===== src/rtl/ifetch_unit.sv =====
// Instruction fetch stage: owns the PC, requests words from instruction memory
// and holds one registered instruction for decode, with redirect and HLT handling.
module ifetch_unit #(
   parameter logic [15:0] RESET_PC = 16'h0000,
   parameter logic [3:0]  HLT_OP   = 4'hF
) (
   input  logic        clk,
   input  logic        rst,
   output logic        imem_req,
   output logic [15:0] imem_addr,
   input  logic        imem_rdy,
   input  logic [15:0] imem_rdata,
   output logic [15:0] instr,
   output logic [15:0] instr_pc,
   output logic        instr_vld,
   input  logic        id_stall,
   input  logic        redirect,
   input  logic [15:0] redirect_pc,
   output logic        halted
);

   typedef enum logic [1:0] {
      RUN      = 2'd0,
      HLT_PEND = 2'd1,
      HALTED   = 2'd2
   } state_t;

   state_t      state;
   state_t      state_nxt;
   logic [15:0] pc;
   logic [15:0] pc_nxt;
   logic [15:0] instr_nxt;
   logic [15:0] instr_pc_nxt;
   logic        vld_nxt;
   logic        halted_nxt;
   logic        xfer;
   logic        consume;
   logic        redir_ok;

   function automatic logic [15:0] pc_inc(input logic [15:0] p);
      return p + 16'd1;
   endfunction

   // rst gates the request so memory never sees a fetch while reset is held
   assign imem_req  = !rst && (state == RUN) && !redirect && (!instr_vld || !id_stall);
   assign imem_addr = pc;

   assign xfer     = imem_req && imem_rdy;
   assign consume  = instr_vld && !id_stall;
   assign redir_ok = redirect && (state != HALTED);

   always_comb begin
      state_nxt    = state;
      pc_nxt       = pc;
      instr_nxt    = instr;
      instr_pc_nxt = instr_pc;
      vld_nxt      = instr_vld;
      halted_nxt   = halted;
      if (redir_ok) begin
         // a HLT waiting in the output register is squashed along with any data
         vld_nxt   = 1'b0;
         pc_nxt    = redirect_pc;
         state_nxt = RUN;
      end else if (xfer) begin
         instr_nxt    = imem_rdata;
         instr_pc_nxt = pc;
         vld_nxt      = 1'b1;
         pc_nxt       = pc_inc(pc);
         if (imem_rdata[15:12] == HLT_OP) begin
            state_nxt = HLT_PEND;
         end
      end else if (consume) begin
         vld_nxt = 1'b0;
         if (state == HLT_PEND) begin
            halted_nxt = 1'b1;
            state_nxt  = HALTED;
         end
      end
   end

   always_ff @(posedge clk or posedge rst) begin
      if (rst) begin
         state     <= RUN;
         pc        <= RESET_PC;
         instr     <= 16'h0000;
         instr_pc  <= 16'h0000;
         instr_vld <= 1'b0;
         halted    <= 1'b0;
      end else begin
         state     <= state_nxt;
         pc        <= pc_nxt;
         instr     <= instr_nxt;
         instr_pc  <= instr_pc_nxt;
         instr_vld <= vld_nxt;
         halted    <= halted_nxt;
      end
   end

endmodule


===== config.mk =====
export PLATFORM = sky130hd
export DESIGN_NAME = ifetch_unit
export DESIGN_NICKNAME = d
export VERILOG_FILES = /design/src/rtl/ifetch_unit.sv
export SDC_FILE = /design/constraint.sdc
export NUM_CORES = 1
export LEC_CHECK = 0
export CAP_MARGIN = 20
export CORE_MARGIN = 4
export CORE_UTILIZATION = 40
export CTS_BUF_LIST = sky130_fd_sc_hd__clkbuf_16
export DETAILED_ROUTE_END_ITERATION = 6
export PLACE_DENSITY_LB_ADDON = 0.15
export SYNTH_ARGS = -nofsm -noshare
export SYNTH_HDL_FRONTEND = slang
export SYNTH_SLANG_ARGS = --single-unit

===== constraint.sdc =====
create_clock -name clk -period 2 [get_ports clk]
set_input_delay 0.3 -clock clk [delete_from_list [all_inputs] [get_ports clk]]
set_output_delay 0.3 -clock clk [all_outputs]
set_load 0.05 [all_outputs]

==> results.json, run 1 <==
{
  "tightest_slew_ns": 0.514,
  "hold_viol_final": 0,
  "numCtsBuffers": 5,
  "clk_path_buf_depth": 2,
  "cp_num_buf_inv": 1,
  "synth.avg_cell_area_sq_um": 9.17,
  "fin_ws_ns": 0.00731,
  "postSynthCellCount": 265,
  "clk_latency_ns": 0.29,
  "gp_congestion": 0.819,
  "grt-ovfl-total": 0,
  "nNetsFinal": 409,
  "ys_seq_area_share_pct": 53.5,
  "drv_cap": 0,
  "ys.flop_type": "dfrtp_1",
  "area_growth_pct": 56.4,
  "ios": 88,
  "start_util_pct": 41.1,
  "utilization_pct": 64.2,
  "cp_max_fo": 7,
  "skew_ns": 0.00514,
  "cp_data_required_time_ns": 2.23,
  "wl_per_cell_microns": 15.4,
  "synth_edf_count": 0,
  "fmax_ghz": 0.502,
  "rows": 28,
  "most-common-layout-cells": "nand2_1 (104), clkdlybuf4s50_1 (81), dfrtp_1 (50), buf_4 (21), a221o_1 (10)",
  "n_fill_cell": 500,
  "reg2reg_depth": 5,
  "async_flop_share_pct": 100,
  "ys_ff_latch": 52,
  "vias": 2336,
  "clk_pin_slew_ns": 0.07,
  "critPathKind": "reg2reg",
  "port-buffer-count": 87,
  "cts.htree.levels": 2,
  "yosysTopAreaCellShare_pct": 53.5,
  "layout-drive-gt1-share_pct": 14.0,
  "cts-root-buf": "clkbuf_16",
  "tritoncts": "built",
  "setup_viol": 0,
  "hold_class": "in2async",
  "syn-cell-area_sq_um": 2430,
  "route.antenna.remaining_nets": 0,
  "antenna_found_initial": 0,
  "core_area_sq_um": 5920,
  "crit_cells": 5,
  "peakVddDrop_uv": 530,
  "yosys-top-cells-area": "dfrtp_1 (54%), nand2_1 (16%), a221o_1 (4.1%)",
  "grt_pass1_wl_microns": 11500,
  "yosysWarnings": 0,
  "slew_viol_final": 0,
  "multiInputGateArea_sq_um": 1110,
  "die_x_microns": 86.0,
  "p_leak_nw": 1.72,
  "layout_commonest_cell": "nand2_1",
  "start_kind": "flip-flop",
  "slowest_stage": "or4b_4",
  "drc": 0,
  "dieArea_sq_um": 7390,
  "power_mw": 3.45,
  "cp.arrival_ns": 2.22,
  "setup.worst_path.end_class": "flip-flop",
  "via_per_inst": 5.23,
  "die_h_microns": 86.0,
  "grt_pass1_vias": 2333,
  "grt_max_degree": 41,
  "n_antenna_cell": 0,
  "min_period_ns": 1.99,
  "critPathTopFamily": "simple AND/OR/NAND/NOR gates",
  "place_hpwl_microns": 4800,
  "critPathMaxStageDelay_ns": 0.60,
  "pre_cts_slack_ns": -0.326,
  "synth_nets": 303,
  "crit_chain": "a211o_1, or4b_4, buf_4, nor4_2, a221o_1",
  "timing.slew.headroom_pct": 65.6,
  "regArea_sq_um": 1300,
  "dr.pass1.iters": 4,
  "fin_crit_sh_pct": 99.6,
  "outcome": "completed",
  "yosys.area.top_type": "dfrtp_1",
  "setup_tns_ns": 0,
  "grt_use_total_pct": 19.5,
  "worst_hold_slack_ns": 0.121,
  "rsz0062_at_grt": "true",
  "powerDensity_nw_per_um2": 907,
  "drt-initial-drc-count": 127,
  "wl_microns": 6880,
  "cts_sinks": 52,
  "yosys.cell_types.count": 34
}
==> path summary, 6_finish.rpt <==
path	start	slack, ns	end
worst min-delay path	rst	0.12	state[0]
min in group clk	halted	0.45	halted
worst max-delay path	instr_vld	0.007	imem_addr[7]
max in group asynchronous	rst	1.36	imem_addr[3]
worst min register to register	halted	0.45	halted
worst max register to register	instr_vld	0.007	imem_addr[7]
==> per-layer routing <==
metal,routed length (microns),global-route usage (%)
met2,3300,31.6
met1,2980,25.6
met4,92,4.89
met3,496,6.05
met5,0,0
==> sequential cells by signal (all words and copies together), names as in the netlist <==
register / count
imem_addr: 16
instr: 16
instr_pc: 16
state: 2
halted: 1
instr_vld: 1
==> through the flow <==
step	std cells	instance area [sq um]
floorplan	265	2460
global placement	434	3540
detailed placement	434	3540
CTS	443	3690
global route	447	3800
finish	447	3800
==> synthesized netlist by cell type (2+ instances only) <==
cell type and count:
nand2_1 104, dfrtp_1 52, a221o_1 10, nand3_1 10, nand4_1 9, clkbuf_1 8, mux2i_1 8, buf_2 6
nor2_1 6, nor3_1 6, nor4_1 5, o211ai_1 5, or4_1 4, a21oi_1 3, and4_1 3, inv_1 3
a31oi_1 2, mux2_2 2, nand2b_1 2, nor3b_1 2, o21ai_0 2
==> report_power, final <==
| part | switching, mW | internal (mW) |
|---|---|---|
| combinational | 0.814 | 0.461 |
| clock | 0.377 | 0.456 |
| sequential | 0.132 | 1.21 |
| total | 1.32 | 2.12 |
==> cell type report <==
| type | instances | area share (%) |
|---|---|---|
| flip-flops and latches | 52 | 34.3 |
| repair buffers | 114 | 30.0 |
| multi-input cells | 195 | 29.3 |
| clock buffers | 5 | 3.29 |
| well taps | 75 | 2.47 |
| clock inverters | 3 | 0.395 |
| inverters | 3 | 0.296 |
==> timing repair <==
item	4_1_cts	5_1_grt
resized for setup	3	15
buffers inserted	0	4
cloned	1	0
setup endpoints to repair	7	17
hold buffers	0	0
pin swaps	1	3
==> logic make-up after synthesis <==
kind of cell             share of synthesized area [%]
adder cells (fa/ha/maj)                          0.515
multiplexers                                      4.22
AO/OA/AOI/OAI                                     8.49
buffers and inverters                             3.71
flip-flops                                        53.5
AND/OR/NAND/NOR                                   29.5
Note: power is estimated with default switching activity, not from simulation.
==> run 2: changes to the inputs <==
CORE_UTILIZATION = 42   (was 40)
CTS_BUF_LIST = sky130_fd_sc_hd__clkbuf_8   (was sky130_fd_sc_hd__clkbuf_16)
==> run 2 against run 1 <==
Net effect:
- non-clock buffer count shrank 3
- maximum frequency fell by 0.32%
- register-to-register slack hardly changed
- core utilization rose by 2.6 points
- critical endpoint is now imem_addr[4]
- critical path depth is 1 higher
- clock power fell by 6.1%
- count of clock-buffer cells in the layout grew 2
- worst setup slack worse by 0.0063 ns
- combinational power about the same
- sequential share of layout area increased by 0.74 points
- total power down 2.1%
==> results.json, run 2 (synthesis gave the netlist of run 1 again) <==
{
  "utilization_pct": 66.8,
  "route.antenna.remaining_nets": 0,
  "clk_path_buf_depth": 2,
  "n_antenna_cell": 0,
  "vias": 2318,
  "cts_sinks": 52,
  "most-common-layout-cells": "nand2_1 (104), clkdlybuf4s50_1 (77), dfrtp_1 (50), buf_4 (22), a221o_1 (10)",
  "core_area_sq_um": 5570,
  "outcome": "completed",
  "layout-drive-gt1-share_pct": 13.3,
  "drv_cap": 0,
  "layout_commonest_cell": "nand2_1",
  "skew_ns": 0.00761,
  "cp_data_required_time_ns": 2.19,
  "grt_pass1_vias": 2377,
  "fin_ws_ns": 0.000974,
  "place_hpwl_microns": 4730,
  "n_fill_cell": 472,
  "clk_latency_ns": 0.31,
  "grt_max_degree": 45,
  "grt_use_total_pct": 19.8,
  "timing.slew.headroom_pct": 65.9,
  "wl_per_cell_microns": 15.0,
  "drt-initial-drc-count": 123,
  "cp.arrival_ns": 2.19,
  "powerDensity_nw_per_um2": 907,
  "power.share.switching_pct": 37.9,
  "hold_viol_final": 0,
  "slew_viol_final": 0,
  "rsz0062_at_grt": "true",
  "dr.pass1.iters": 4,
  "numCtsBuffers": 5,
  "grt_pass1_wl_microns": 11400,
  "dieArea_sq_um": 7070,
  "start_util_pct": 43.6,
  "area_growth_pct": 53.1,
  "clk_pin_slew_ns": 0.09,
  "cts_hold_buf": 0,
  "tritoncts": "built",
  "peakVddDrop_uv": 436,
  "rows": 27,
  "setup.worst_path.end_class": "flip-flop",
  "antenna_found_initial": 0,
  "cts.htree.levels": 2,
  "hold_class": "in2async",
  "start_kind": "flip-flop",
  "port-buffer-count": 87,
  "power_mw": 3.38,
  "reg2reg_depth": 6,
  "fmax_ghz": 0.500,
  "fin_crit_sh_pct": 100,
  "power_frac_seq_pct": 39.5,
  "cts-root-buf": "clkbuf_8",
  "nNetsFinal": 405,
  "tightest_slew_ns": 0.510,
  "setup_viol": 0,
  "p_switching_mw": 1.28,
  "grt-ovfl-total": 0,
  "place_inst": 430,
  "die_h_microns": 84.1,
  "p_int_mw": 2.10,
  "p_leak_nw": 1.73,
  "fin_cells": 440,
  "p_clk_share_pct": 23.2,
  "drc": 0,
  "via_per_inst": 5.27,
  "gp_congestion": 0.817,
  "die_x_microns": 84.1,
  "critPathKind": "reg2reg",
  "wl_microns": 6590,
  "pre_cts_slack_ns": -0.434,
  "cp_max_fo": 4,
  "pwr-share-comb_pct": 37.4,
  "min_period_ns": 2.00,
  "ios": 88
}
run 2: cell count changes in the layout (fill, tap and decap cells not counted), moves of 4 or more:
| cell | previous run | this run |
|---|---|---|
| clkbuf_16 | 5 | 0 |
| dlymetal6s2s_1 | 2 | 6 |
| clkbuf_8 | 0 | 7 |
| clkdlybuf4s50_1 | 81 | 77 |
run 2: worst paths after layout:
| kind | start | end | slack (ns) |
|---|---|---|---|
| setup / recovery | instr_vld | imem_addr[4] | 0.001 |
| hold / removal | rst | instr_pc[14] | 0.26 |
| setup reg to reg | instr_vld | imem_addr[4] | 0.001 |
| hold reg to reg | halted | halted | 0.47 |
| max in group asynchronous | rst | instr_vld | 1.23 |
| min in group clk | id_stall | instr_vld | 0.42 |
run 2: what timing repair did:
| action | CTS | global route |
|---|---|---|
| setup buffers | 3 | 0 |
| pin swaps | 1 | 1 |
| resized for setup | 3 | 12 |
| endpoints found under the setup margin | 13 | 19 |
run 2: stage by stage:
step | TNS [ns] | instance area, sq um | hold slack (ns)
final | 0 | 3720 | 0.263
after global routing | -0.623 | 3720 | 0.271
after CTS | -0.00979 | 3680 | 0.264
after detailed placement | -11.29 | 3520 | 0.448
after global placement | -9.68 | 3520 | 0.442
after floorplan | -0.256 | 2460 | 0.405
run 2: area by class of cell:
cell class	count	area, sq um	share of cell area [%]
flip-flops and latches	52	1300	35.0
clock inverters	1	30.0	0.807
well taps	72	90.1	2.42
multi-input cells	194	1090	29.2
clock buffers	7	96.3	2.59
repair buffers	111	1100	29.6
inverters	3	11.3	0.303
run 2: metal layers:
| metal | vias to the layer above | GRT usage (%) | wire, microns |
|---|---|---|---|
| met4 | 0 | 6.43 | 86 |
| met3 | 9 | 6.61 | 480 |
| met5 | - | 0 | 0 |
| met1 | 1089 | 27.2 | 3020 |
| met2 | 85 | 29.3 | 3000 |
| li1 | 1135 | - | - |
run 2: power by group through the flow:
stage	Combinational, mW	Sequential, mW	Clock [mW]
6_report	1.26	1.33	0.782
5_1_grt	1.33	1.36	0.859
4_1_cts	1.27	1.33	0.801
3_5_place_dp	1.26	1.35	0
3_3_place_gp	1.25	1.35	0
2_1_floorplan	0.236	1.88	0
run 2: critical path: stages (launching register included):
cell     delay (ns)
dfrtp_2        0.41
a211o_1        0.30
buf_4          0.15
nor4b_4        0.22
buf_4          0.18
mux2_2         0.33
a221o_1        0.29
==> run 3: changes to the inputs <==
CORE_UTILIZATION = 46   (was 42)
REMOVE_ABC_BUFFERS = 1   (was unset)
clock period = 1.95 ns   (was 2 ns; I/O delays follow)
==> run 3 against run 2 <==
Net effect:
- the run now ends with negative setup slack left
- core utilization increased by 6.3 points
- worst setup slack got worse by 0.027 ns
- clock skew about the same
- sequential cell count unchanged
- die area decreased by 7.9%
- critical path depth decreased by 1
- global-route usage increased by 2.7 points
- first-iteration DRC count increased by 11%
- clock power decreased by 21%
- wire length increased by 5.2%
==> results.json, run 3 (synthesis gave the netlist of run 1 again) <==
{
  "min_period_ns": 1.98,
  "wl_per_cell_microns": 15.5,
  "pre_cts_slack_ns": -0.419,
  "final_cell_area_sq_um": 3730,
  "skew_ns": 0.00742,
  "nNetsFinal": 415,
  "most-common-layout-cells": "nand2_1 (104), clkdlybuf4s50_1 (72), dfrtp_1 (52), buf_4 (37)",
  "port-buffer-count": 87,
  "grt_pass1_wl_microns": 11500,
  "route.antenna.remaining_nets": 0,
  "cts_hold_buf": 0,
  "ios": 88,
  "layout-drive-gt1-share_pct": 15.6,
  "cts-root-buf": "clkbuf_8",
  "fin_cells": 448,
  "timing.slew.headroom_pct": 65.4,
  "grt_use_met3_pct": 3.03,
  "met1_usage_pct": 29.0,
  "tightest_slew_ns": 0.518,
  "grt_max_degree": 21,
  "fin_ws_ns": -0.0264,
  "cts.htree.levels": 2,
  "outcome": "complete, but fails checks",
  "critPathMaxStageDelay_ns": 0.62,
  "fin_crit_sh_pct": 101,
  "layout_commonest_cell": "nand2_1",
  "cts_sinks": 52,
  "grt_pass1_vias": 2393,
  "gp_congestion": 0.811,
  "clk_path_buf_depth": 2,
  "slowest_stage": "or4b_4",
  "hold_class": "in2async",
  "grt-ovfl-total": 0,
  "cp_num_buf_inv": 1,
  "peakVddDrop_uv": 518,
  "setup.worst_path.end_class": "flip-flop",
  "critPathKind": "reg2reg",
  "setup_tns_ns": -0.0621,
  "start_util_pct": 47.6,
  "core_area_sq_um": 5110,
  "cp_data_required_time_ns": 2.19,
  "grt_use_total_pct": 22.5,
  "start_kind": "flip-flop",
  "reg2reg_depth": 5,
  "critPathTopFamily": "simple AND/OR/NAND/NOR gates",
  "drv_cap": 0,
  "cp_max_fo": 8,
  "fmax_ghz": 0.506,
  "tritoncts": "built",
  "n_antenna_cell": 0,
  "area_growth_pct": 53.5,
  "cp.arrival_ns": 2.21,
  "vias": 2427,
  "rows": 26,
  "setup_viol": 3,
  "crit_chain": "a211o_1, or4b_4, buf_8, nor4_4, a221o_1",
  "drc": 0,
  "antenna_found_initial": 0,
  "dieArea_sq_um": 6510,
  "rsz0062_at_grt": "true",
  "grt_use_met2_pct": 40.0,
  "drt-initial-drc-count": 137,
  "failed_checks": "negative setup slack",
  "clk_pin_slew_ns": 0.09,
  "place_inst": 429,
  "die_h_microns": 80.7,
  "die_x_microns": 80.7,
  "p_leak_nw": 1.77,
  "crit_cells": 5,
  "clk_latency_ns": 0.30,
  "grt-busiest-layer": "met2",
  "place_hpwl_microns": 4880,
  "numCtsBuffers": 5,
  "dr.pass1.iters": 4,
  "wl_microns": 6930,
  "placed_cell_area_sq_um": 3480,
  "powerDensity_nw_per_um2": 882,
  "hold_viol_final": 0,
  "via_per_inst": 5.42,
  "slew_viol_final": 0
}
-- run 3: tightest hold or removal path, delay by kind of cell --
| family | cells | cell delay (ns) |
|---|---|---|
| buf+inv | 3 | 0.73 |
-- run 3: power breakdown --
group          internal (mW)  switching [mW]
clock                  0.280           0.337
sequential              1.23           0.135
combinational          0.463           0.842
-- run 3: path summary, 6_finish.rpt --
kind	slack, ns	to	startpoint
min in group clk	0.47	halted	halted
setup / recovery	-0.03	imem_addr[5]	instr_vld
max in group asynchronous	1.35	imem_addr[10]	rst
hold reg to reg	0.47	halted	halted
hold / removal	0.35	instr[3]	rst
setup reg to reg	-0.03	imem_addr[5]	instr_vld
-- run 3: what timing repair did --
item / in CTS / in global routing
endpoints found under the setup margin: 10 / 20
resized for setup: 7 / 13
buffers inserted: 4 / 6
pin swaps: 7 / 3
cloned: 1 / 0
-- run 3: layer usage --
layer,routed length [microns],vias to the layer above
met2,3610,75
met4,38,0
li1,-,1153
met1,2940,1195
met3,338,4
met5,0,-
-- run 3: area by class of cell --
type	instances	area [sq um]
Clock buffer	6	82.6
Clock inverter	2	7.51
Fill cell	402	1380
Inverter	3	11.3
Multi-Input combinational cell	195	1100
Sequential cell	52	1300
Tap cell	70	87.6
Timing Repair Buffer	120	1140
-- run 3: metrics by stage --
step	power (mW)	utilization, %	hold slack, ns
after floorplan	2.16	-	0.398
after global placement	2.65	68.2	0.447
after detailed placement	2.67	68.2	0.447
after CTS	3.31	71.1	0.350
after global routing	3.46	73.1	0.374
final	3.29	73.1	0.352
